`config.mk`:
```
export PLATFORM = sky130hd
export DESIGN_NAME = activation_layer_stream
export DESIGN_NICKNAME = d
export VERILOG_FILES = /design/src/rtl/act_pkg.sv /design/src/rtl/act_lane.sv /design/src/rtl/activation_layer_stream.sv
export SDC_FILE = /design/constraint.sdc
export NUM_CORES = 1
export LEC_CHECK = 0
export ABC_AREA = 1
export CORE_MARGIN = 2
export CORE_UTILIZATION = 45
export CTS_CLUSTER_DIAMETER = 60
export DETAILED_ROUTE_END_ITERATION = 8
export GPL_TIMING_DRIVEN = 0
export PLACE_DENSITY = 0.84
export SLEW_MARGIN = 20
export SYNTH_ARGS = -nofsm -noshare
export SYNTH_HDL_FRONTEND = slang
export SYNTH_SLANG_ARGS = --single-unit
```
`constraint.sdc`:
```
create_clock -name clk -period 5.57 [get_ports clk]
set_input_delay 0.557 -clock clk [delete_from_list [all_inputs] [get_ports clk]]
set_output_delay 0.557 -clock clk [all_outputs]
set_load 0.01 [all_outputs]
```
`src/rtl/act_pkg.sv`:
```
// Shared types and elaboration helpers for the streaming activation layer.
//   act_mode_t   : activation selector carried alongside each vector
//   state_t      : control FSM states of activation_layer_stream
//   clip_ceiling : clipped-ReLU ceiling, saturated to the largest positive element
package act_pkg;

  typedef enum logic [1:0] {
    ACT_LINEAR = 2'd0,
    ACT_RELU   = 2'd1,
    ACT_LEAKY  = 2'd2,
    ACT_CLIP   = 2'd3
  } act_mode_t;

  typedef enum logic [1:0] {
    S_IDLE = 2'd0,
    S_RUN  = 2'd1,
    S_HOLD = 2'd2
  } state_t;

  // Evaluated in 64 bits so CLIP_INT << NFRAC cannot wrap before the clamp.
  function automatic longint clip_ceiling(input int unsigned width, input int unsigned nfrac,
                                          input int unsigned clip_int);
    longint ceil_raw;
    longint max_pos;
    ceil_raw = longint'(clip_int) << nfrac;
    max_pos  = (longint'(1) << (width - 1)) - 1;
    return (ceil_raw < max_pos) ? ceil_raw : max_pos;
  endfunction

endpackage

```
`src/rtl/act_lane.sv`:
```
// Single-element activation function, purely combinational.
// Ports:
//   x_i    : signed fixed-point input element
//   mode_i : activation selector
//   y_o    : activated element, same width as x_i
module act_lane
  import act_pkg::*;
#(
  parameter int unsigned WIDTH      = 10,
  parameter int unsigned LEAK_SHIFT = 3,
  parameter longint      CEIL       = 192
) (
  input  logic [WIDTH-1:0] x_i,
  input  act_mode_t        mode_i,
  output logic [WIDTH-1:0] y_o
);

  localparam logic signed [WIDTH-1:0] CeilS = WIDTH'(CEIL);

  logic signed [WIDTH-1:0] xs;
  logic                    neg;

  assign xs  = $signed(x_i);
  assign neg = x_i[WIDTH-1];

  always_comb begin
    y_o = x_i;
    case (mode_i)
      ACT_LINEAR: y_o = x_i;
      ACT_RELU: begin
        if (neg) y_o = '0;
      end
      ACT_LEAKY: begin
        // Arithmetic shift floors toward -inf, so small negatives settle at -1.
        if (neg) y_o = $unsigned(xs >>> LEAK_SHIFT);
      end
      ACT_CLIP: begin
        if (neg) begin
          y_o = '0;
        end else if (xs > CeilS) begin
          y_o = $unsigned(CeilS);
        end
      end
      default: y_o = x_i;
    endcase
  end

endmodule

```
`src/rtl/activation_layer_stream.sv`:
```
// Streaming activation layer: captures a SIZE-element signed vector with its activation mode,
// processes LANES elements per cycle over SIZE/LANES beats and holds the registered result
// until downstream accepts it. Valid/ready on both sides so back-pressure reaches upstream.
// Ports:
//   clk, rst_n   : clock (rising edge), asynchronous active-low reset
//   in_valid     : input vector valid
//   in_ready     : block can accept a vector this cycle
//   in_mode      : 0 linear, 1 ReLU, 2 leaky ReLU, 3 clipped ReLU (captured with the vector)
//   input_data   : SIZE x WIDTH packed vector, element i at [i*WIDTH +: WIDTH]
//   out_valid    : output_data holds a complete result
//   out_ready    : downstream accepts the result
//   output_data  : registered SIZE x WIDTH result vector
//   busy         : a vector is being processed or held
module activation_layer_stream
  import act_pkg::*;
#(
  parameter int unsigned WIDTH      = 10,
  parameter int unsigned NFRAC      = 5,
  parameter int unsigned SIZE       = 32,
  parameter int unsigned LANES      = 4,
  parameter int unsigned LEAK_SHIFT = 3,
  parameter int unsigned CLIP_INT   = 6
) (
  input  logic                  clk,
  input  logic                  rst_n,
  input  logic                  in_valid,
  output logic                  in_ready,
  input  logic [1:0]            in_mode,
  input  logic [SIZE*WIDTH-1:0] input_data,
  output logic                  out_valid,
  input  logic                  out_ready,
  output logic [SIZE*WIDTH-1:0] output_data,
  output logic                  busy
);

  localparam int unsigned Beats = SIZE / LANES;
  localparam int unsigned CntW  = (Beats > 1) ? $clog2(Beats) : 1;
  localparam int unsigned LaneW = LANES * WIDTH;
  localparam longint      Ceil  = clip_ceiling(WIDTH, NFRAC, CLIP_INT);

  if (LANES == 0 || (SIZE % LANES) != 0) begin : g_bad_lanes
    $error("activation_layer_stream: SIZE must be a non-zero multiple of LANES");
  end
  if (NFRAC >= WIDTH) begin : g_bad_nfrac
    $error("activation_layer_stream: NFRAC must be below WIDTH");
  end
  if (LEAK_SHIFT < 1 || LEAK_SHIFT > WIDTH - 1) begin : g_bad_leak
    $error("activation_layer_stream: LEAK_SHIFT must be in 1..WIDTH-1");
  end

  state_t                state_q, state_d;
  logic [CntW-1:0]       cnt_q, cnt_d;
  act_mode_t             mode_q, mode_d;
  logic [SIZE*WIDTH-1:0] buf_q, buf_d;
  logic [SIZE*WIDTH-1:0] out_q, out_d;

  logic [LaneW-1:0] lane_x;
  logic [LaneW-1:0] lane_y;

  // Select the current beat's slice of the captured vector.
  always_comb begin
    lane_x = '0;
    for (int b = 0; b < Beats; b++) begin
      if (cnt_q == CntW'(b)) lane_x = buf_q[b*LaneW +: LaneW];
    end
  end

  for (genvar l = 0; l < LANES; l++) begin : g_lane
    act_lane #(
      .WIDTH     (WIDTH),
      .LEAK_SHIFT(LEAK_SHIFT),
      .CEIL      (Ceil)
    ) u_lane (
      .x_i   (lane_x[l*WIDTH +: WIDTH]),
      .mode_i(mode_q),
      .y_o   (lane_y[l*WIDTH +: WIDTH])
    );
  end

  always_comb begin
    state_d = state_q;
    cnt_d   = cnt_q;
    mode_d  = mode_q;
    buf_d   = buf_q;
    out_d   = out_q;

    case (state_q)
      S_IDLE: begin
        if (in_valid) begin
          buf_d   = input_data;
          mode_d  = act_mode_t'(in_mode);
          cnt_d   = '0;
          state_d = S_RUN;
        end
      end

      S_RUN: begin
        for (int b = 0; b < Beats; b++) begin
          if (cnt_q == CntW'(b)) out_d[b*LaneW +: LaneW] = lane_y;
        end
        if (cnt_q == CntW'(Beats - 1)) begin
          cnt_d   = '0;
          state_d = S_HOLD;
        end else begin
          cnt_d = cnt_q + CntW'(1);
        end
      end

      S_HOLD: begin
        // Result leaves and, if offered, the next vector enters on the same edge.
        if (out_ready) begin
          if (in_valid) begin
            buf_d   = input_data;
            mode_d  = act_mode_t'(in_mode);
            cnt_d   = '0;
            state_d = S_RUN;
          end else begin
            state_d = S_IDLE;
          end
        end
      end

      default: begin
        state_d = S_IDLE;
        cnt_d   = '0;
      end
    endcase
  end

  always_ff @(posedge clk or negedge rst_n) begin
    if (!rst_n) begin
      state_q <= S_IDLE;
      cnt_q   <= '0;
      mode_q  <= ACT_LINEAR;
      buf_q   <= '0;
      out_q   <= '0;
    end else begin
      state_q <= state_d;
      cnt_q   <= cnt_d;
      mode_q  <= mode_d;
      buf_q   <= buf_d;
      out_q   <= out_d;
    end
  end

  assign in_ready    = (state_q == S_IDLE) || ((state_q == S_HOLD) && out_ready);
  assign out_valid   = (state_q == S_HOLD);
  assign busy        = (state_q == S_RUN) || (state_q == S_HOLD);
  assign output_data = out_q;

endmodule

```
==> metrics.csv <==
stage;metric;value;unit
clock_tree;htree_levels;3;
timing;finClkSkew;0.0297;ns
clock_tree;cts_buffer_depth;3;
synth;ys_ff_latch;647;
timing;fmax;239;MHz
timing;setup_tns;0;ns
floorplanning;die_w;257;microns
placement;numPortBuffers;648;
cells_and_area;fill_cells;5065;
power;power.leakage;0.0189;uW
grt;grt.total_usage;0.329;
timing;slew_violations;0;
critical_path;crit_fanout;10;
clock_tree;cts_buffers;72;
clock_tree;cts_resized;0;
synth;yosys_warnings;0;
critical_path;path_common_cell;nand2_1;
grt;grt_overflow_total;0;
synth;synth.avg_cell_area;9.14;sq um
routing;ant_nets;0;
power;vdd_drop_max;399;uV
routing;totalWireLength;110;mm
cells_and_area;register_area;16200;sq um
timing;setup_viol;0;
grt;grt_pass1_wl;162;mm
critical_path;end_kind;flip-flop;
clock_tree;clock_sinks;647;
grt;grt_start_max_net_pins;98;
run;maxCapViolations;0;
critical_path;max_stage_delay;0.58;ns
synth;syn-instance-count;3157;
placement;dp_cells;4659;
floorplanning;rows;92;
synth;syn-cell-area;28900;sq um
critical_path;crit_type;reg -> reg;
critical_path;rr_worst_depth;17;
floorplanning;start_util;0.457;
timing;finalCritPeriodShare;0.752;
critical_path;r2r-end;output_data[17];
clock_tree;clk_pin_slew;0.06;ns
synth;synth_fp_nets;3493;
critical_path;reg2reg_from;cnt_q[2];
clock_tree;insertion_delay;0.63;ns
hold_path;worstHoldPathType;in -> async;
timing;rsz0062_at_grt;false;
timing;fin_crit;4.19;ns
floorplanning;pin_count;649;
critical_path;slowest_stage;nand4_1;
critical_path;cp.buffers_inverters;6;
synth;yosysSeqAreaShare;0.561;
cells_and_area;layout.cells.non_filler;4826;
timing;holdWs;0.448;ns
cells_and_area;drive_gt1_frac;0.140;
critical_path;cp.arrival;4.69;ns
cells_and_area;layout_commonest_cell;nand2_1;
routing;dr.pass1.iters;8;
routing;num_vias;26476;
floorplanning;core-area;63200;sq um
cells_and_area;multi_input_area;11400;sq um
timing;max-slew-margin-rel;0.231;
floorplanning;dieArea;66200;sq um
critical_path;cp.required;6.07;ns
cells_and_area;syn_to_final_growth;35.5;%
critical_path;cp-start-kind;flip-flop;
critical_path;path_delay_family;simple AND/OR/NAND/NOR gates;
critical_path;cp_cell_sequence;inv_2, buf_6, ha_1, inv_1, clkbuf_1, buf_1, nand2_1, o211ai_1, nand3_1, nand2_1, nand2_1, nand2_1, inv_1, o21ai_1, nand4_1, nand2_1, nand2_1;
status;status;finished clean;
floorplanning;dieHeight;257;microns
placement;dp_hpwl;82.8;mm
power;powerDensity;606;nW/um^2
routing;drc;0;
grt;first_global_vias;26056;
routing;first_iter_violations;2811;
synth;ys_types;39;
clock_tree;tritoncts;done;
clock_tree;cts-root-buf;clkbuf_16;
cells_and_area;mostFrequentLayoutCells;nand2_1 (1326), dfrtp_1 (647), clkdlybuf4s50_1 (647), mux2_2 (303), nand3_1 (169);
timing;hold_violations;0;
timing;worst_pin_slew;1.15;ns
critical_path;reg2reg_slack;1.38;ns
routing;viasPerCell;5.49;
routing;wl_per_cell;22.7;microns
placement;gp_congestion;0.930;
cells_and_area;final_nets;4224;
grt;antenna_found_initial;43;
[power by group]
| part | leakage [uW] | switching [uW] | internal [uW] |
|---|---|---|---|
| combinational | 0.00950 | 7140 | 4180 |
| clock | 0.00117 | 2040 | 2790 |
| sequential | 0.00819 | 1030 | 6510 |
| total | 0.0189 | 10200 | 13500 |
[synthesized netlist by cell type (all sizes together)]
master  number  area (sq um)
a21boi       2          18.8
a21oi       33           169
a22oi        1          7.51
a31oi        2          12.5
buf         55           322
clkbuf     105           394
clkinv      10          37.5
dfrtp      647         16200
ha          10           125
inv        137           514
mux2       303          3410
nand2     1352          5150
nand3      178           936
nand4        8          62.6
nor2       159           607
nor3         1          5.00
o211ai      25           198
o21ai       97           504
o21bai       1          7.51
o22ai        6          37.5
or2         25           156
[through the flow]
stage / total power (uW) / utilization / area (sq um) / worst slack (ns)
global placement: 18400 / 0.576 / 36400 / -24.92
CTS: 23600 / 0.617 / 39000 / 1.48
detailed placement: 18700 / 0.580 / 36600 / 1.54
floorplan: 13600 / - / 28900 / 3.01
finish: 23700 / 0.619 / 39100 / 1.38
global route: 24900 / 0.619 / 39100 / 1.04
[per-layer routing]
layer  GRT usage  share of wire  vias up
met1       0.426           0.39    12942
met5           0        0.00042        -
met4       0.214          0.071        4
met3      0.0573          0.086      398
li1            -              -    11555
met2       0.511           0.45     1577
[worst max-delay path by stage]
stage | startpoint | endpoint | slack (ns) | depth (start not counted)
after floorplan | cnt_q[2] | output_data[137] | 3.01 | 17
after global placement | rst_n | output_data[153] | -24.92 | 1
after detailed placement | cnt_q[2] | output_data[17] | 1.54 | 17
after CTS | cnt_q[2] | output_data[17] | 1.48 | 17
after global routing | cnt_q[2] | output_data[287] | 1.04 | 17
final | cnt_q[2] | output_data[17] | 1.38 | 17
[state kept, by name, indices dropped and copies added, names as in the netlist]
signal       cells
mode_q           2
output_data    320
state_q          2
buf_q          320
cnt_q            3
[layout make-up]
class | count | share of cell area
multi-input cells | 2203 | 0.292
clock inverters | 26 | 0.00809
diodes | 40 | 0.00256
flip-flops and latches | 647 | 0.414
plain buffers | 160 | 0.0183
inverters | 147 | 0.0141
well taps | 846 | 0.0271
clock buffers | 100 | 0.0524
repair buffers | 657 | 0.172
[cells by family after synthesis]
logic type      Yosys count  synth area share
mux                     303             0.118
compound gates          167            0.0331
buf+inv                 307            0.0439
flops                   647             0.561
fa+ha+maj                10           0.00433
simple gates           1723             0.240
[timing repair]
| action | 4_1_cts | 5_1_grt |
|---|---|---|
| hold buffers | 1 | 0 |
| hold endpoints to repair | 46 | 0 |
| buffers inserted | 0 | 0 |
Power figures use the tool's default switching activity.
